[src/rtl/register_file_rename_pkg.sv]
// Shared constants for the rename register file and the reorder buffer.
// Word width, register index width, ROB tag width and the reserved
// NULL_TAG (tag 0 = no in-flight producer) all live here so the
// register file and the ROB always agree on field sizes.
package register_file_rename_pkg;

    localparam int WORD_W      = 32;
    localparam int REG_INDEX_W = 5;
    localparam int REG_COUNT   = 32;
    localparam int ROB_TAG_W   = 4;

    typedef logic [WORD_W-1:0]      word_t;
    typedef logic [REG_INDEX_W-1:0] reg_index_t;
    typedef logic [ROB_TAG_W-1:0]   rob_tag_t;

    localparam rob_tag_t   NULL_TAG       = '0;
    localparam word_t      ZERO_WORD      = '0;
    localparam reg_index_t ZERO_REG_INDEX = '0;

    // True when a register index names a real, writable register (not x0)
    function automatic logic is_writable_reg(input reg_index_t idx);
        return idx != ZERO_REG_INDEX;
    endfunction

endpackage

[src/rtl/register_file_rename_read_port.sv]
// rf_read_port: one decoder source-operand port of the rename register file.
// Returns the stored value/tag of the selected register, with x0 forced to
// zero / NULL_TAG. When REGFILE_COMMIT_BYPASS_EN is defined, a commit
// landing on the selected register in the same cycle (and still owning its
// tag) is forwarded so the decoder sees the committed value immediately.
module rf_read_port
    import register_file_rename_pkg::*;
(
    input  logic [REG_INDEX_W-1:0] rs_index,
    input  logic [WORD_W-1:0]      stored_value,
    input  logic [ROB_TAG_W-1:0]   stored_tag,
    input  logic                   commit_valid,
    input  logic [REG_INDEX_W-1:0] commit_target,
    input  logic [ROB_TAG_W-1:0]   commit_tag,
    input  logic [WORD_W-1:0]      commit_data,
    output logic [WORD_W-1:0]      value,
    output logic [ROB_TAG_W-1:0]   tag
);

`ifdef REGFILE_COMMIT_BYPASS_EN
    logic bypass_hit;

    // A commit to this register forwards only if it is still the live producer
    always_comb begin
        bypass_hit = commit_valid
                  && is_writable_reg(rs_index)
                  && (commit_target == rs_index)
                  && (stored_tag == commit_tag);
    end

    // Select forwarded commit result, x0 constant, or stored state
    always_comb begin
        value = stored_value;
        tag   = stored_tag;
        if (!is_writable_reg(rs_index)) begin
            value = ZERO_WORD;
            tag   = NULL_TAG;
        end else if (bypass_hit) begin
            value = commit_data;
            tag   = NULL_TAG;
        end
    end
`else
    logic unused_bypass_inputs;

    // Commit inputs are only consumed by the bypass build
    assign unused_bypass_inputs = ^{commit_valid, commit_target, commit_tag, commit_data};

    // Select x0 constant or stored state
    always_comb begin
        value = stored_value;
        tag   = stored_tag;
        if (!is_writable_reg(rs_index)) begin
            value = ZERO_WORD;
            tag   = NULL_TAG;
        end
    end
`endif

endmodule

[src/rtl/register_file_rename.sv]
// register_file_rename: architectural register file with per-register
// rename tags, between the decoder and the reorder buffer.
//  - Issue tags the destination with the new ROB entry.
//  - Commit always writes the value; it clears the tag only if the tag
//    still names the committing entry (a newer producer keeps ownership).
//  - Rollback drops every tag but keeps committed values.
// Widths come from register_file_rename_pkg (ROB_TAG_W, REG_COUNT).
// Optional macro REGFILE_COMMIT_BYPASS_EN forwards same-cycle commits to
// the read ports (see rf_read_port).
module register_file_rename
    import register_file_rename_pkg::*;
(
    input  logic                   clk,
    input  logic                   rst,
    input  logic                   rollback_in,

    input  logic [REG_INDEX_W-1:0] dec_rs1_in,
    input  logic [REG_INDEX_W-1:0] dec_rs2_in,
    output logic [WORD_W-1:0]      dec_Vj_out,
    output logic [ROB_TAG_W-1:0]   dec_Qj_out,
    output logic [WORD_W-1:0]      dec_Vk_out,
    output logic [ROB_TAG_W-1:0]   dec_Qk_out,

    input  logic                   dec_issue_in,
    input  logic [REG_INDEX_W-1:0] dec_rd_in,
    input  logic [ROB_TAG_W-1:0]   dec_rd_tag_in,

    input  logic                   commit_rf_signal_in,
    input  logic [ROB_TAG_W-1:0]   commit_tag_in,
    input  logic [WORD_W-1:0]      commit_data_in,
    input  logic [REG_INDEX_W-1:0] commit_target_in
);

    logic [WORD_W-1:0]    value_q [REG_COUNT];
    logic [ROB_TAG_W-1:0] tag_q   [REG_COUNT];

    logic issue_en;
    logic commit_en;
    logic commit_owns_tag;

    // Decode which updates take effect this cycle
    always_comb begin
        issue_en        = dec_issue_in && is_writable_reg(dec_rd_in) && !rollback_in;
        commit_en       = commit_rf_signal_in && is_writable_reg(commit_target_in);
        commit_owns_tag = commit_en && (tag_q[commit_target_in] == commit_tag_in);
    end

    // Value storage: cleared on reset, written only by commit, untouched by rollback
    always_ff @(posedge clk) begin
        if (rst) begin
            for (int i = 0; i < REG_COUNT; i++) begin
                value_q[i] <= ZERO_WORD;
            end
        end else if (commit_en) begin
            value_q[commit_target_in] <= commit_data_in;
        end
    end

    // Tag storage: rollback clears all, commit releases its own tag, issue claims (issue wins)
    always_ff @(posedge clk) begin
        if (rst) begin
            for (int i = 0; i < REG_COUNT; i++) begin
                tag_q[i] <= NULL_TAG;
            end
        end else if (rollback_in) begin
            for (int i = 0; i < REG_COUNT; i++) begin
                tag_q[i] <= NULL_TAG;
            end
        end else begin
            if (commit_owns_tag) begin
                tag_q[commit_target_in] <= NULL_TAG;
            end
            if (issue_en) begin
                tag_q[dec_rd_in] <= dec_rd_tag_in;
            end
        end
    end

    rf_read_port u_read_rs1 (
        .rs_index      (dec_rs1_in),
        .stored_value  (value_q[dec_rs1_in]),
        .stored_tag    (tag_q[dec_rs1_in]),
        .commit_valid  (commit_rf_signal_in),
        .commit_target (commit_target_in),
        .commit_tag    (commit_tag_in),
        .commit_data   (commit_data_in),
        .value         (dec_Vj_out),
        .tag           (dec_Qj_out)
    );

    rf_read_port u_read_rs2 (
        .rs_index      (dec_rs2_in),
        .stored_value  (value_q[dec_rs2_in]),
        .stored_tag    (tag_q[dec_rs2_in]),
        .commit_valid  (commit_rf_signal_in),
        .commit_target (commit_target_in),
        .commit_tag    (commit_tag_in),
        .commit_data   (commit_data_in),
        .value         (dec_Vk_out),
        .tag           (dec_Qk_out)
    );

endmodule

[config.mk]
export PLATFORM = sky130hd
export DESIGN_NAME = register_file_rename
export DESIGN_NICKNAME = d
export VERILOG_FILES = /design/src/rtl/register_file_rename_pkg.sv /design/src/rtl/register_file_rename_read_port.sv /design/src/rtl/register_file_rename.sv
export SDC_FILE = /design/constraint.sdc
export NUM_CORES = 2
export LEC_CHECK = 0
export CAP_MARGIN = 20
export CORE_MARGIN = 10
export CORE_UTILIZATION = 56
export DETAILED_ROUTE_END_ITERATION = 10
export PLACE_DENSITY = 0.72
export SETUP_SLACK_MARGIN = 0.1
export SYNTH_ARGS = -nofsm -noshare
export SYNTH_HDL_FRONTEND = slang
export SYNTH_SLANG_ARGS = --single-unit
[constraint.sdc]
create_clock -name clk -period 13.1 [get_ports clk]
set_clock_uncertainty 0.05 [all_clocks]
set_input_delay 3.275 -clock clk [delete_from_list [all_inputs] [get_ports clk]]
set_output_delay 3.275 -clock clk [all_outputs]
set_load 0.02 [all_outputs]
Word level (Yosys, flattened, before mapping)
Memory sizes are Yosys's and may differ from the RTL's.
Cells that the tools add are included.
{"block": "classes", "n_addsub": 0, "n_mul": 0, "div": 0, "n_lt_le_gt_ge": 0, "eq_ne": 1, "shifts": 0, "mux": 61, "bitwise_logic": 32, "n_reduce_logical": 12}
{"operator": "4-bit two-way mux", "n": 36}
{"operator": "32-bit two-way mux", "n": 3}
{"operator": "1-bit OR", "n": 32}
{"operator": "32-bit OR reduction", "n": 1}
{"operator": "5-bit nonzero test", "n": 4}
{"operator": "1-bit two-way mux", "n": 19}
{"operator": "5-bit two-way mux", "n": 3}
{"operator": "4-bit OR reduction", "n": 2}
{"operator": "4-bit == test", "n": 1}
{"operator": "1-bit logical AND", "n": 4}
{"operator": "1-bit logical NOT", "n": 1}
{"block": "word_totals", "regBits": 0, "latchBits": 0, "ramBits": 1152, "romBits": 0, "in_bits": 65, "out_inout_bits": 72, "elab_cells": 108, "mem_count": 2}
{"memory": "value_q", "words": 32, "width": 32, "rd": 2, "rd_ports_with_merged_regs": 0, "write_ports": 32, "line_no": "register_file_rename.sv:34", "rtl": "logic [WORD_W-1:0] value_q [REG_COUNT];"}
{"memory": "tag_q", "words": 32, "width": 4, "rd": 3, "rd_ports_with_merged_regs": 0, "write_ports": 32, "line_no": "register_file_rename.sv:35", "rtl": "logic [ROB_TAG_W-1:0] tag_q [REG_COUNT];"}

Depth between registers and ports, before layout
{"block": "logic_depth", "word_depth": 9, "mapped_depth": 10, "ltp_nobuf": 6}

Modules after synthesis
A second synthesis with hierarchy kept.
{"block": "unflattened", "hier_cells": 3890, "hier_area_um2": 63229.4}
{"mod": "register_file_rename", "instances": 1, "cells_each": 3802, "area_each_um2": 62526.2, "seq_area_each_um2": 34593.2}
{"mod": "rf_read_port", "instances": 2, "cells_each": 44, "area_each_um2": 351.6, "seq_area_each_um2": 0.0}

Worst setup path after synthesis
Ideal clock, no wire load.
{"block": "synth_path", "kind": "input -> output", "from": "in dec_rs2_in[0]", "to": "out dec_Qk_out[0]", "arrival_time_ns": 5.873, "required_ns": 9.775, "setup_slack_ns": 3.902, "cell_stages": 9, "n_path_buf": 5, "path_cell_list": "clkbuf_1 > clkbuf_1 > buf_2 > buf_2 > clkbuf_1 > mux2i_1 > o221ai_1 > a221oi_1 > a211oi_1"}
{"block": "synth_via", "elab_chain_len": 2, "word_cells_on_any_way": 3, "cone_classes": "mux (1); reduce/logical (1); memory (1)"}
{"item": "start, declared", "line_no": "register_file_rename.sv:18", "rtl": "input logic [REG_INDEX_W-1:0] dec_rs2_in,"}
{"item": "memory 32 x 4 bit or 5-bit nonzero test (tied branches)"}
{"item": "4-bit two-way mux *", "line_no": "register_file_rename_read_port.sv:53", "rtl": "if (!is_writable_reg(rs_index)) begin"}
{"item": "end, declared", "line_no": "register_file_rename.sv:22", "rtl": "output logic [ROB_TAG_W-1:0] dec_Qk_out,"}
Mark *: on every way between the ends. The rest lies on a longest branch, timed or not.

Worst setup path in the final report
{"block": "layout_path", "from": "in dec_rs1_in[1]", "to": "out dec_Vj_out[17]"}
{"block": "layout_via", "elab_chain_len": 2, "word_cells_on_any_way": 3, "cone_classes": "mux (1); reduce/logical (1); memory (1)"}
{"item": "start, declared", "line_no": "register_file_rename.sv:17", "rtl": "input logic [REG_INDEX_W-1:0] dec_rs1_in,"}
{"item": "memory 32 x 32 bit or 5-bit nonzero test (tied branches)"}
{"item": "32-bit two-way mux *", "line_no": "register_file_rename_read_port.sv:53"}
{"item": "end, declared", "line_no": "register_file_rename.sv:19", "rtl": "output logic [WORD_W-1:0] dec_Vj_out,"}
Marks and branches as above.

==> metrics.txt <==
Die Ht 355 µm; status finished clean; Clk network pwr share 38.9%; Leak approximately 24 nW; Final Total Pwr 9.11 mW; layout cells sized above 1 24.5%; post-route ant nets 0; most common cell after layout, fill and taps aside edfxtp_1; Syn Area/Cell approximately 15 µm²; FF+latch area ~35000 µm²; root buffer cell clkbuf_16; Rows 122; GRT Overall Usage 32.8%; # fillers 8085; Sw Pwr about 2.3 mW; Worst EP arrival 6.83 ns; detailed router's first-iteration violation count between 6k and 7k; final period utilization 77.5%; synthesized cell area 62900 µm²; final hold viol count 0; total number of vias roughly 41k; Post-DP Area between 60000 and 70000 µm²; deepest clock path buffer count 3; startpoint types input port; # IOs 137; Crit. End Element primary output; Pre-Repair DR Iteration Count 5; Critical Setup Path Class in2out; Post-CTS Resized 0; initial antenna violation count 23; Max Clk Rate 98.4 MHz; final setup margin roughly 2.9 ns; count of pins over their slew limit 0; starting density of the core 56.6%; IO buf count roughly 140; Main synth FF type edfxtp_1; Peak VDD IR 0.000104 V; Setup WS pre-CTS 2.99 ns; critical path buffer and inverter count 3; Slew headroom between 20% and 30%; RSZ-0062 raised after global routing no; min cycle time layout 10.16 ns; register share of total power between 40 and 50%; Ys Warns 0; grt ovf 0; Design Area, Final 69900 µm²; TritonCTS clock tree built; worst path cell trace buf_8 > buf_12 > mux4_2 > mux4_2 > mux2i_1 > nor2_1 > clkdlybuf4s50_1; Seq cells post-synth 1152; Worst Hold Class reg2reg; # DRC 0; Synth async-reset ratio 0%; multi-input gate area in the final layout 27000 µm²; Avg Vias per Cell 7.15; Power Internal 6.81 mW; CTS buffer count 130; vias in the first global route roughly 40k; Die W 355 µm; pwr dens 130 nW/µm²; crit path max-delay cell type buf_12; Critical Path Fanout Max 110; global placement routability congestion ~0.89; DP Wirelength 117 mm; Routed WL between 200 and 250 mm; Clock Latency Late Sink 0.76 ns; largest net degree at the start of global routing 111; Post-CTS Hold Fix Bufs 0; endpoints failing setup 0; area delta synth->final 11.1%; slowest stage delay, CP 0.63 ns; routed length per instance 36.6 µm; Clock transition at path regs 0.06 ns; Unique masters post-synth 50; CORE AREA approximately 110000 µm²; Least-Margin Pin Slew 1.18 ns; Post-Syn Instances 4108; Max Cap Viol 0; combinational power share roughly an eighth; Post-CTS Setup Inserts 0; H-tree levels 4; Die ar. 126000 µm²; Clock Sinks 1152; register area share after synthesis between 50% and 60%; Most Frequent Cell on Critical Path mux4_2; Top delay family on crit path buffers and inverters; Net Sw Frac 25.3%; Final TNS setup 0 ns; commonest cells after routing, fill and taps aside edfxtp_1 (1152), and2_1 (1115), mux4_2 (597), mux2i_1 (199), clkbuf_16 (135); Final Net Count 4147; first-pass GRT wire length about 300 mm; Required @ worst endpoint between 9 and 10 ns; Post-synth EDFFs between 1k and 1.5k
-- state kept, by name, indices dropped and copies added, names as in the netlist --
register,count
tag_q,128
value_q,1024
-- path summary, 6_finish.rpt --
path                  from              to  slack [ns]  cells after the start
max reg2reg    tag_q[7][3]     tag_q[5][2]        9.22                      7
max          dec_rs1_in[1]  dec_Vj_out[17]        2.94                      7
min reg2reg   tag_q[24][1]     tag_q[9][0]        1.54                      7
min           tag_q[24][1]     tag_q[9][0]        1.54                      7
-- tightest hold or removal path: cells and delay by family (launching register included) --
family                 cells  cell delay [ns]
buffers and inverters      1             0.21
AOI/OAI and AO/OA          2             0.37
and+or+nand+nor            3             0.37
DFF                        1             0.36
muxes                      1             0.08
-- per-layer routing --
| layer | GRT usage, % | wire length [µm] | up-vias |
|---|---|---|---|
| met5 | 0 | 66 | - |
| met4 | 14.4 | 9780 | 10 |
| met3 | 8.97 | 29300 | 607 |
| li1 | - | - | 15900 |
| met1 | 44.6 | 73900 | 20700 |
| met2 | 49.7 | 95100 | 3419 |
-- cells by family (layout without fill, tap and decap cells) --
kind of cell	Yosys count	in the layout	synth area share (%)
flip-flops	1152	1152	55.0
buffers and inverters	446	485	2.75
AND/OR/NAND/NOR	1383	1383	13.2
other	1	49	0.00596
AO/OA/AOI/OAI	267	267	3.19
multiplexers	859	859	25.9
-- cells in the mapped netlist, types with 7 or more instances --
master       n  area, µm²
mux2_2      54        608
a221oi_1    32        280
a22oi_1     12       90.1
nor3_1      22        110
edfxtp_1  1152      34600
a31o_1      27        236
clkbuf_1   355       1330
o211ai_1    12       90.1
o22ai_1     35        219
or2_2       35        219
mux2i_1    199       1990
a211oi_1    22        165
a21oi_1     23        115
o21ai_0     27        135
buf_1       76        285
o221ai_1    33        289
a22o_1       7       61.3
a211o_1     22        193
and3_1      12       75.1
nand2b_1    21        131
nor2b_1      7       43.8
nor2_1     133        499
mux4_2     597      13400
buf_2        9       45.0
nand2_1     13       48.8
mux4_1       9        236
and2_1    1115       6980
-- power groups by stage --
stage | combinational [mW] | clock (mW) | sequential [mW]
floorplan | 0.745 | 0 | 4.39
global placement | 1.17 | 0 | 4.42
detailed placement | 1.18 | 0 | 4.44
CTS | 1.18 | 3.55 | 4.36
global route | 1.24 | 3.71 | 4.39
finish | 1.20 | 3.54 | 4.37
-- per-stage QoR --
stage	hold WS [ns]	std cells	util (%)
global placement	1.47	5436	59.2
CTS	1.51	5668	62.8
detailed placement	1.49	5436	59.2
global route	1.62	5674	62.9
finish	1.54	5683	62.9
floorplan	1.29	4143	-
-- layout make-up --
class | count | share of cell area [%]
multi-input combinational | 2545 | 38.6
sequential | 1152 | 49.5
inverter | 1 | 0.00537
clock buffer | 163 | 4.98
clock inverter | 69 | 0.823
antenna | 13 | 0.0465
timing repair buffer | 252 | 3.40
tap | 1488 | 2.66
(Power assumes the default switching activity.)
